==> config.mk <==
export PLATFORM = sky130hd
export DESIGN_NAME = row_result_serializer
export DESIGN_NICKNAME = d
export VERILOG_FILES = /design/src/rtl/row_result_serializer.sv
export SDC_FILE = /design/constraint.sdc
export NUM_CORES = 1
export LEC_CHECK = 0
export CORE_MARGIN = 8
export CORE_UTILIZATION = 59
export CTS_CLUSTER_DIAMETER = 40
export DETAILED_ROUTE_END_ITERATION = 8
export PLACE_DENSITY = 0.87
export SETUP_SLACK_MARGIN = 0.5
export SLEW_MARGIN = 20
export SYNTH_ARGS = -nofsm -noshare
export SYNTH_HDL_FRONTEND = slang
export SYNTH_SLANG_ARGS = --single-unit
==> constraint.sdc <==
create_clock -name clk -period 19.4 [get_ports clk]
set_input_delay 2.91 -clock clk [delete_from_list [all_inputs] [get_ports clk]]
set_output_delay 2.91 -clock clk [all_outputs]
set_load 0.02 [all_outputs]
==> src/rtl/row_result_serializer.sv <==
// row_result_serializer
// Captures packed 2W-bit dot-product vectors from the row multiplier,
// requantizes each element to W bits (round half up, arithmetic shift,
// saturate), and streams them one element per transfer on a valid/ready port.
// A pending slot absorbs one extra vector while the active one drains.
// Further arrivals are dropped and reported through the sticky overflow flag.

module row_result_serializer #(
    parameter  int W     = 16,
    parameter  int D     = 8,
    parameter  int SHIFT = 8,
    localparam int IW    = (D > 1) ? $clog2(D) : 1,
    localparam int EW    = 2 * W
) (
    input  logic              clk,
    input  logic              rst,
    input  logic [2*D*W-1:0]  packed_in,
    input  logic              in_v,
    output logic [W-1:0]      out_data,
    output logic [IW-1:0]     out_idx,
    output logic              out_valid,
    input  logic              out_ready,
    output logic              out_last,
    output logic              busy,
    output logic              overflow
);

    typedef enum logic {
        ST_IDLE = 1'b0,
        ST_EMIT = 1'b1
    } state_t;

    // Rounding constant 2^(SHIFT-1), written so SHIFT = 0 yields zero without a negative shift.
    localparam logic signed [EW:0] C_ROUND = ((EW+1)'(1) << SHIFT) >>> 1;
    localparam logic signed [EW:0] C_MAX   = (EW+1)'((2 ** (W - 1)) - 1);
    localparam logic signed [EW:0] C_MIN   = ~C_MAX;
    localparam logic [IW-1:0]      C_LAST  = IW'(D - 1);

    state_t             r_state;
    logic [2*D*W-1:0]   r_active;
    logic [2*D*W-1:0]   r_pending;
    logic               r_pend_v;
    logic [IW-1:0]      r_idx;
    logic               r_overflow;

    logic [EW-1:0]      w_elem [D];
    logic [EW-1:0]      w_sel;
    logic signed [EW:0] w_ext;
    logic signed [EW:0] w_sum;
    logic signed [EW:0] w_shr;
    logic               w_xfer;
    logic               w_is_last;

    // Slice the active vector into elements; element 0 is the most significant slice.
    generate
        for (genvar gi = 0; gi < D; gi++) begin : g_elem
            assign w_elem[gi] = r_active[(D-gi)*EW-1 -: EW];
        end
    endgenerate

    // Requantize the currently indexed element; one extra bit keeps the rounding add from wrapping.
    always_comb begin
        w_sel = w_elem[r_idx];
        w_ext = {w_sel[EW-1], w_sel};
        w_sum = w_ext + C_ROUND;
        w_shr = w_sum >>> SHIFT;
        if (w_shr > C_MAX) begin
            out_data = C_MAX[W-1:0];
        end else if (w_shr < C_MIN) begin
            out_data = C_MIN[W-1:0];
        end else begin
            out_data = w_shr[W-1:0];
        end
    end

    assign w_xfer    = (r_state == ST_EMIT) && out_ready;
    assign w_is_last = (r_idx == C_LAST);

    assign out_idx   = r_idx;
    assign out_valid = (r_state == ST_EMIT);
    assign out_last  = (r_state == ST_EMIT) && w_is_last;
    assign busy      = (r_state == ST_EMIT);
    assign overflow  = r_overflow;

    // Slot management, element sequencing and overflow tracking.
    always_ff @(posedge clk or posedge rst) begin
        if (rst) begin
            r_state    <= ST_IDLE;
            r_active   <= '0;
            r_pending  <= '0;
            r_pend_v   <= 1'b0;
            r_idx      <= '0;
            r_overflow <= 1'b0;
        end else begin
            case (r_state)
                ST_IDLE: begin
                    if (in_v) begin
                        r_active <= packed_in;
                        r_idx    <= '0;
                        r_state  <= ST_EMIT;
                    end
                end
                ST_EMIT: begin
                    if (w_xfer && !w_is_last) begin
                        r_idx <= r_idx + IW'(1);
                    end else if (w_xfer && w_is_last) begin
                        if (r_pend_v) begin
                            // Promote the queued vector with no bubble; pending slot frees up.
                            r_active <= r_pending;
                            r_pend_v <= 1'b0;
                            r_idx    <= '0;
                        end else if (in_v) begin
                            // Nothing queued: the arriving vector goes straight to active.
                            r_active <= packed_in;
                            r_idx    <= '0;
                        end else begin
                            r_state <= ST_IDLE;
                            r_idx   <= '0;
                        end
                    end

                    // Arrival while emitting: queue it, unless it was already taken into active.
                    if (in_v && !(w_xfer && w_is_last && !r_pend_v)) begin
                        if (!r_pend_v || (w_xfer && w_is_last)) begin
                            r_pending <= packed_in;
                            r_pend_v  <= 1'b1;
                        end else begin
                            r_overflow <= 1'b1;
                        end
                    end
                end
                default: begin
                    r_state <= ST_IDLE;
                end
            endcase
        end
    end

endmodule

==> reports/qor.yml, run 1 <==
grt_pass1_vias: 14300
synthTopCellsByArea: "dfrtp_1, mux2_2, o22ai_1"
grt_usage_pct: 26.8
status: "finished, final reports clean"
drive_gt1_share_pct: 21.3
synth_edf_count: 0
n_fill_cell: 1980
drt-wirelength-per-cell_um: 23.4
drc_errors: 0
gr-total-overflow: 0
hold_start: "overflow$_DFFE_PP0P_"
hpwl_um: 31400
slowest_stage: "dfrtp_4"
p_int_mw: 2.62
ys.warnings.count: 0
r2r_end: "r_pending[114]$_DFFE_PP0P_"
crit_fanout: 51
antenna_found_initial: 8
yosys.cell_count.top_type: "dfrtp_1"
worstSetupEndpointType: "primary output"
startpoint_type: "flip-flop"
cp.required_ps: 16490
p_seq_share_pct: 38.8
rsz0062_at_grt: "false"
numPortBuffers: 226
min_period_ps: 8420
final.setup.tns_ps: 0
cp.arrival_ps: 5510
min_path_cells: 1
maxCapViolations: 0
grt_pass1_wl_um: 78500
reg2reg_depth: 7
grt_max_degree: 193
crit_family: "simple AND/OR/NAND/NOR gates"
routed_wl_um: 50100
fp.coreArea_um2: 30700
r2r_slack_ps: 15000
relSlewSlack_pct: 25.0
synth_flop_cell: "dfrtp_1"
dieArea_um2: 37100
cts-root-buf: "clkbuf_16"
pwr_density_cell_nw_per_um2: 179
postCtsResizedCells: 0
clkTransAtPathRegs_ps: 60
pin_count: 283
switching_share_pct: 34.8
yosysTopAreaCellShare_pct: 55.2
peakVddDrop_uv: 226
routabilityCongestion: 0.854
cts_tree: "built"
worstReg2RegStart: "out_idx[0]$_DFFE_PP0P_"
fp.dieW_um: 193
syn-mean-instance-area_um2: 11.9
syn-cell-area_um2: 18400
cp.buffers_inverters: 2
pwr-share-comb_pct: 37.7
worst_pin_slew_ps: 1130
min_period_over_period_pct: 43.4
fin_nets: 1973
clock_path_buffers: 3
ys_types: 51
yosys.area.top_type: "dfrtp_1"
row_count: 64
synth_cells: 1546
min_delay_worst_endpoint: "overflow$_DFFE_PP0P_"
dp_worst_setup_slack_ps: 11680
cts-hold-fix-buffers: 0
viasPerCell: 6.39
htree_levels: 2
setup_viol: 0
power_leakage_nw: 9.24
cts_inserted_buffers: 49
drtIter0Drc: 962
seq_area_frac_synth_pct: 55.2
dr.pass1.iters: 5
max_freq_mhz: 119
power_switching_mw: 1.40
clock_power_share_pct: 23.5
skew_ps: 13.3
synth_common_cells: "dfrtp_1, nor2_1, mux2_2"
critPathKind: "flip-flop to primary output"
synth-seq-cells: 406
start_util_pct: 60.0
clk_latency_ps: 540
vias: 13700
critPathMaxStageDelay_ps: 1060
area_growth_pct: 22.0
clkSinkCount: 406
die_h_um: 193
min_path_type: "flip-flop to flip-flop"
finalHoldViolations: 0
slew_viol_final: 0
ys_async_sr_fraction_pct: 100
crit_chain: "mux4_1 > mux2i_1 > nor4_4 > nand4_2 > nor4b_1 > a31oi_1 > o22ai_1 > a41oi_1 > buf_4 > o21ai_0 > clkdlybuf4s50_1"
fin_ws_ps: 10980
ant_nets: 0
post_cts_buffers: 0
syn_nets: 1809
[state kept, by name, indices dropped and copies added (netlist names)]
| signal | count |
|---|---|
| r_active | 200 |
| out_idx | 3 |
| r_pend_v | 1 |
| busy | 1 |
| r_pending | 200 |
| overflow | 1 |
[per-layer routing]
layer | global-route usage, % | part of all wire [%] | up-vias | wire length [µm]
met5 | 0 | 0.092 | - | 46
met4 | 11.3 | 4.2 | 8 | 2100
met3 | 5.58 | 6.6 | 129 | 3300
met2 | 42.7 | 48 | 520 | 24300
met1 | 35.6 | 41 | 7032 | 20400
li1 | - | - | 6033 | -
[cells in the final DEF, fill, tap and decap left out, drive strengths merged, types with 5 or more instances in the layout]
cell type and n:
nor2 217, a21oi 205, bufinv 7, o21ai 18
dfrtp 406, inv 17, mux4 50, nor3 7
clkinv 12, mux2i 21, o22ai 201, xnor2 9
buf 15, clkbuf 60, nand2 21, nor4 5
mux2 206, clkdlybuf4s50 226, xor2 11
[through the flow]
stage / instances / hold slack [ps] / utilization [%] / total power [mW] / instance area [µm²]
finish: 2147 / 497 / 73.2 / 4.01 / 22500
global route: 2146 / 500 / 73.2 / 4.23 / 22500
CTS: 2143 / 495 / 73.2 / 4.02 / 22400
detailed placement: 2055 / 482 / 67.7 / 3.05 / 20800
global placement: 2055 / 457 / 67.7 / 2.96 / 20800
floorplan: 1546 / 481 / - / 2.57 / 18400
[kinds of logic after synthesis]
family / count (synthesis) / share of synthesized area [%]
mux: 277 / 20.3
simple gates: 271 / 6.48
xor+xnor: 20 / 0.952
compound gates: 433 / 13.6
buf+inv: 136 / 3.36
flops: 406 / 55.2
fa+ha+maj: 3 / 0.204
[area by class of cell]
class	count	area [µm²]	share of cell area (%)
clock inverter	28	375	1.67
multi-input combinational	1004	7660	34.1
tap	396	495	2.21
timing repair buffer	241	2390	10.7
inverter	8	37.5	0.167
sequential	406	10200	45.3
clock buffer	60	1310	5.82
antenna	4	10.0	0.0446
[power by group through the flow]
stage / sequential [mW] / combinational [mW] / clock (mW)
after floorplan: 1.43 / 1.14 / 0
after CTS: 1.55 / 1.52 / 0.954
final: 1.56 / 1.51 / 0.943
after detailed placement: 1.55 / 1.49 / 0
after global placement: 1.52 / 1.44 / 0
after global routing: 1.60 / 1.64 / 0.993
[worst max path at each step]
stage / startpoint / endpoint / slack [ps] / cells after the start
after floorplan: rst / busy$_DFF_PP0_ / 5200 / 1
after global placement: out_idx[0]$_DFFE_PP0P_ / out_data[1] / 11800 / 11
after detailed placement: out_idx[0]$_DFFE_PP0P_ / out_data[0] / 11680 / 11
after CTS: out_idx[0]$_DFFE_PP0P_ / out_data[0] / 11070 / 11
after global routing: out_idx[0]$_DFFE_PP0P_ / out_data[0] / 10840 / 11
final: out_idx[0]$_DFFE_PP0P_ / out_data[1] / 10980 / 11
Power figures use the tool's default switching activity.
==> run 2, diff against run 1 <==
--- a/config.mk
+++ b/config.mk
@@ -6,10 +6,10 @@
 export NUM_CORES = 1
 export LEC_CHECK = 0
 export CORE_MARGIN = 8
-export CORE_UTILIZATION = 59
+export CORE_UTILIZATION = 49
 export CTS_CLUSTER_DIAMETER = 40
 export DETAILED_ROUTE_END_ITERATION = 8
-export PLACE_DENSITY = 0.87
+export PLACE_DENSITY = 0.78
 export SETUP_SLACK_MARGIN = 0.5
 export SLEW_MARGIN = 20
 export SYNTH_ARGS = -nofsm -noshare
==> constraint.sdc (replaced) <==
create_clock -name clk -period 7.6 [get_ports clk]
set_input_delay 1.14 -clock clk [delete_from_list [all_inputs] [get_ports clk]]
set_output_delay 1.14 -clock clk [all_outputs]
set_load 0.02 [all_outputs]
==> reports/qor.yml, run 2 (synthesis results as in run 1) <==
status: "finished, final reports clean"
clkTransAtPathRegs_ps: 60  # about the same
crit_fanout: 38  # -25%
clkSinkCount: 406  # unchanged
rsz0062_at_grt: "false"
worst_pin_slew_ps: 1080  # -40.6 ps
worstSetupEndpointType: "primary output"
numPortBuffers: 226  # unchanged
clock_path_buffers: 3  # unchanged
cts_tree: "built"
die_h_um: 210  # +8.9%
grt_max_degree: 162  # -16%
worstReg2RegStart: "out_idx[0]$_DFFE_PP0P_"
drive_gt1_share_pct: 22.3  # +1.0 points
drc_errors: 0  # unchanged
area_growth_pct: 24.1
vias: 13600  # -0.67%
fp.dieW_um: 210  # +8.9%
grt_usage_pct: 22.8  # -4.0 points
fin_nets: 1984  # +0.56%
pwr_density_cell_nw_per_um2: 457  # +160%
viasPerCell: 6.07  # -5.0%
cts_inserted_buffers: 55  # +12%
setup_viol: 0  # unchanged
dieArea_um2: 44000  # +19%
final_cell_mix: "dfrtp_1, clkdlybuf4s50_1, nor2_1, mux2_2, a21oi_1"
hpwl_um: 32400  # +3.1%
max_freq_mhz: 149
power_leakage_nw: 9.35  # +1.2%
placedCellCount: 2136  # +3.9%
slew_viol_final: 0  # unchanged
clk_latency_ps: 600  # +60 ps
grt_pass1_wl_um: 80200  # +2.1%
gr-total-overflow: 0  # unchanged
startpoint_type: "flip-flop"
drt-wirelength-per-cell_um: 22.6  # -3.3%
cts-hold-fix-buffers: 0  # unchanged
critPathKind: "flip-flop to primary output"
min_period_ps: 6720
final.setup.tns_ps: 0  # unchanged
cp.required_ps: 6460  # -10030 ps
startpoint: "out_idx[0]$_DFFE_PP0P_"
cp.arrival_ps: 5580  # +70 ps
htree_levels: 2  # unchanged
drtIter0Drc: 1174  # +22%
relSlewSlack_pct: 27.7  # +2.7 points
layout_commonest_cell: "dfrtp_1"
finalPower_mw: 10.4  # +160%
grt_pass1_vias: 14300  # -0.53%
endpoint: "out_data[7]"
min_period_over_period_pct: 88.4
r2r_slack_ps: 3700  # -11300 ps
ant_nets: 0  # unchanged
peakVddDrop_uv: 516  # +130%
antenna_found_initial: 10  # +2
min_path_type: "flip-flop to flip-flop"
maxCapViolations: 0  # unchanged
post_cts_buffers: 0  # unchanged
routed_wl_um: 50700  # +1.0%
r2r_end: "r_pending[116]$_DFFE_PP0P_"
cts-root-buf: "clkbuf_16"
reg2reg_depth: 7  # unchanged
start_util_pct: 49.3  # -11 points
row_count: 71  # +11%
pin_count: 283  # unchanged
fp.coreArea_um2: 37300  # +22%
dr.pass1.iters: 6  # +1
finalHoldViolations: 0  # unchanged
postCtsResizedCells: 0  # unchanged
skew_ps: 25.0  # +11.7 ps
routabilityCongestion: 0.910  # +6.6%
stdcell_count: 2244  # +4.5%
run 2: worst min path at each step:
stage | endpoint | start | cells after the start | slack, ps
3_3_place_gp | r_pending[123]$_DFFE_PP0P_ | r_pending[123]$_DFFE_PP0P_ | 1 | 490
2_1_floorplan | r_pending[103]$_DFFE_PP0P_ | r_pending[103]$_DFFE_PP0P_ | 1 | 480
3_5_place_dp | overflow$_DFFE_PP0P_ | overflow$_DFFE_PP0P_ | 1 | 480
5_1_grt | r_pending[53]$_DFFE_PP0P_ | r_pending[53]$_DFFE_PP0P_ | 1 | 520
4_1_cts | r_pending[172]$_DFFE_PP0P_ | r_pending[172]$_DFFE_PP0P_ | 1 | 510
6_report | r_pending[7]$_DFFE_PP0P_ | r_pending[7]$_DFFE_PP0P_ | 1 | 510
run 2: critical path, cell delays in order, from the launching register on:
cell,delay (ps)
dfrtp_4,880
mux4_1,480
mux2i_1,230
nor4_4,550
nand4_2,370
nor4_1,530
xnor2_1,170
o21ai_0,170
o41ai_4,530
clkbuf_8,310
o21ai_1,80
clkdlybuf4s50_1,610
run 2: stage by stage:
stage | setup WS, ps | hold slack (ps) | utilization, % | instance area [µm²]
2_1_floorplan | 990 | 481 | - | 18400
3_3_place_gp | 1500 | 489 | 56.1 | 20900
3_5_place_dp | 1390 | 484 | 56.1 | 20900
4_1_cts | 678 | 509 | 61.1 | 22800
5_1_grt | 773 | 518 | 61.2 | 22900
6_report | 883 | 506 | 61.3 | 22900
run 2: final cells by class:
class | instances | area, µm²
diodes | 4 | 10.0
clock buffers | 66 | 1500
clock inverters | 36 | 393
fillers | 2864 | 14500
inverters | 8 | 33.8
multi-input cells | 1004 | 7660
flip-flops and latches | 406 | 10200
well taps | 474 | 593
repair buffers | 246 | 2490
run 2: metal layers:
| metal | wire, µm | track usage (%) | vias to the layer above |
|---|---|---|---|
| met2 | 24600 | 36.5 | 496 |
| li1 | - | - | 6073 |
| met5 | 81 | 0 | - |
| met4 | 1550 | 8.46 | 12 |
| met1 | 20700 | 30.2 | 6933 |
| met3 | 3700 | 5.19 | 116 |
run 2: report_power, final:
part / switching [mW] / leakage, nW / total (mW) / internal (mW)
Sequential: 0.668 / 4.84 / 3.91 / 3.24
Combinational: 1.96 / 3.61 / 3.94 / 1.98
Clock: 1.03 / 0.902 / 2.60 / 1.57
==> run 3, diff against run 2 <==
--- a/config.mk
+++ b/config.mk
@@ -5,12 +5,12 @@
 export SDC_FILE = /design/constraint.sdc
 export NUM_CORES = 1
 export LEC_CHECK = 0
-export CORE_MARGIN = 8
+export CORE_MARGIN = 1
 export CORE_UTILIZATION = 49
 export CTS_CLUSTER_DIAMETER = 40
 export DETAILED_ROUTE_END_ITERATION = 8
 export PLACE_DENSITY = 0.78
-export SETUP_SLACK_MARGIN = 0.5
+export SETUP_SLACK_MARGIN = 0.2
 export SLEW_MARGIN = 20
 export SYNTH_ARGS = -nofsm -noshare
 export SYNTH_HDL_FRONTEND = slang
==> reports/qor.yml, run 3 (synthesis results as in run 1) <==
cts-root-buf: "clkbuf_16"
row_count: 70  # -1.4%
crit_fanout: 25  # -34%
worstSetupEndpointType: "primary output"
antenna_found_initial: 7  # -3
vias: 13500  # -1.1%
critPathMaxStageDelay_ps: 800  # -80 ps
crit_family: "buffers and inverters"
gr-total-overflow: 0  # unchanged
clkTransAtPathRegs_ps: 60  # about the same
cp.required_ps: 6460  # about the same
htree_levels: 2  # unchanged
final_cell_mix: "dfrtp_1, clkdlybuf4s50_1, nor2_1, mux2_2, a21oi_1"
min_period_ps: 6510  # -206 ps
area_growth_pct: 23.9
fp.coreArea_um2: 36800  # -1.4%
slowest_stage: "dfrtp_2"
critPathKind: "flip-flop to primary output"
dieArea_um2: 38300  # -13%
relSlewSlack_pct: 24.0  # -3.7 points
grt_pass1_wl_um: 77700  # -3.2%
slew_viol_final: 0  # unchanged
drt-wirelength-per-cell_um: 21.8  # -3.3%
routabilityCongestion: 0.889  # -2.3%
maxCapViolations: 0  # unchanged
cts_inserted_buffers: 54  # -1.8%
postCtsResizedCells: 0  # unchanged
grt_max_degree: 201  # +24%
min_path_type: "flip-flop to flip-flop"
max_freq_mhz: 154  # +3.2%
cts-hold-fix-buffers: 0  # unchanged
finalHoldViolations: 0  # unchanged
placed_cell_area_um2: 20900  # -0.16%
routed_wl_um: 48900  # -3.5%
drc_errors: 0  # unchanged
clk_latency_ps: 600  # about the same
start_util_pct: 50.0  # +0.70 points
viasPerCell: 6.02  # -0.92%
fin_nets: 1984  # unchanged
cp.buffers_inverters: 3  # +1
hpwl_um: 31200  # -3.7%
setup_viol: 0  # unchanged
peakVddDrop_uv: 576  # +12%
drive_gt1_share_pct: 22.3  # unchanged
cts_tree: "built"
grt_usage_pct: 26.0  # +3.2 points
stdcell_area_um2: 22800  # -0.20%
final.setup.tns_ps: 0  # unchanged
post_cts_buffers: 0  # unchanged
pin_count: 283  # unchanged
skew_ps: 11.3  # -13.7 ps
rsz0062_at_grt: "false"
dr.pass1.iters: 4  # -2
drtIter0Drc: 788  # -33%
layout_commonest_cell: "dfrtp_1"
worst_pin_slew_ps: 1140  # +56.1 ps
grt_pass1_vias: 14000  # -2.2%
clock_path_buffers: 3  # unchanged
crit_chain: "buf_4 > mux4_2 > mux2i_1 > nor4_4 > nand4_2 > nor4_1 > xnor2_1 > o21ai_0 > o41ai_4 > buf_4 > o21ai_0 > clkdlybuf4s50_1"
power_leakage_nw: 9.36  # about the same
cp.arrival_ps: 5370  # -210 ps
numPortBuffers: 226  # unchanged
fp.dieW_um: 196  # -6.7%
pwr_density_cell_nw_per_um2: 455  # -0.36%
min_period_over_period_pct: 85.7  # -2.7 points
clkSinkCount: 406  # unchanged
die_h_um: 196  # -6.7%
ant_nets: 0  # unchanged
status: "finished, final reports clean"
startpoint_type: "flip-flop"
==> run 3: cell types whose count changed in the layout (fill, tap and decap cells not counted), moves of 2 or more <==
cell        previous run  this run
clkbuf_8               7        11
clkinv_4               6         4
inv_6                  3        12
inv_8                  5         1
clkinvlp_4            11         4
buf_12                 6         2
buf_4                 13        18
clkbuf_16             56        54
==> run 3: final timing paths <==
| path | to | slack [ps] | start | cells past startpoint |
|---|---|---|---|---|
| max | out_data[0] | 1090 | out_idx[0]$_DFFE_PP0P_ | 12 |
| min | overflow$_DFFE_PP0P_ | 470 | overflow$_DFFE_PP0P_ | 1 |
| max reg2reg | r_pending[24]$_DFFE_PP0P_ | 3260 | out_idx[0]$_DFFE_PP0P_ | 8 |
| min reg2reg | overflow$_DFFE_PP0P_ | 470 | overflow$_DFFE_PP0P_ | 1 |
| max in group asynchronous | out_idx[2]$_DFFE_PP0P_ | 5270 | rst | 3 |
| min in group asynchronous | r_active[60]$_DFFE_PP0P_ | 980 | rst | 2 |
==> run 3: area by class of cell <==
cell class | instances | area [µm²]
Fill cell | 2828 | 14000
Sequential cell | 406 | 10200
Multi-Input combinational cell | 1004 | 7660
Timing Repair Buffer | 247 | 2450
Clock buffer | 69 | 1520
Tap cell | 468 | 586
Clock inverter | 32 | 382
Inverter | 8 | 33.8
Antenna cell | 5 | 12.5
==> run 3: layer usage <==
layer  part of all wire (%)  track usage [%]  wire (µm)
met1                     42             34.8      20700
met2                     50             42.9      24200
met3                    5.7             4.57       2800
met4                    2.3             9.06       1130
met5                   0.10                0         50
==> run 3: per-stage QoR <==
step	power, mW	setup slack, ps	util [%]	hold WS (ps)	instances
detailed placement	7.79	1310	56.8	465	2132
global route	11.0	769	62.0	503	2237
finish	10.4	1090	62.0	473	2239
global placement	7.61	1430	56.8	456	2132
floorplan	6.56	990	-	481	1546
CTS	10.4	649	61.9	479	2233
==> run 3: power by group <==
part | switching, mW | leakage [nW] | internal (mW)
clock | 1.01 | 0.928 | 1.58
sequential | 0.650 | 4.84 | 3.24
combinational | 1.94 | 3.59 | 1.97
total | 3.60 | 9.36 | 6.79
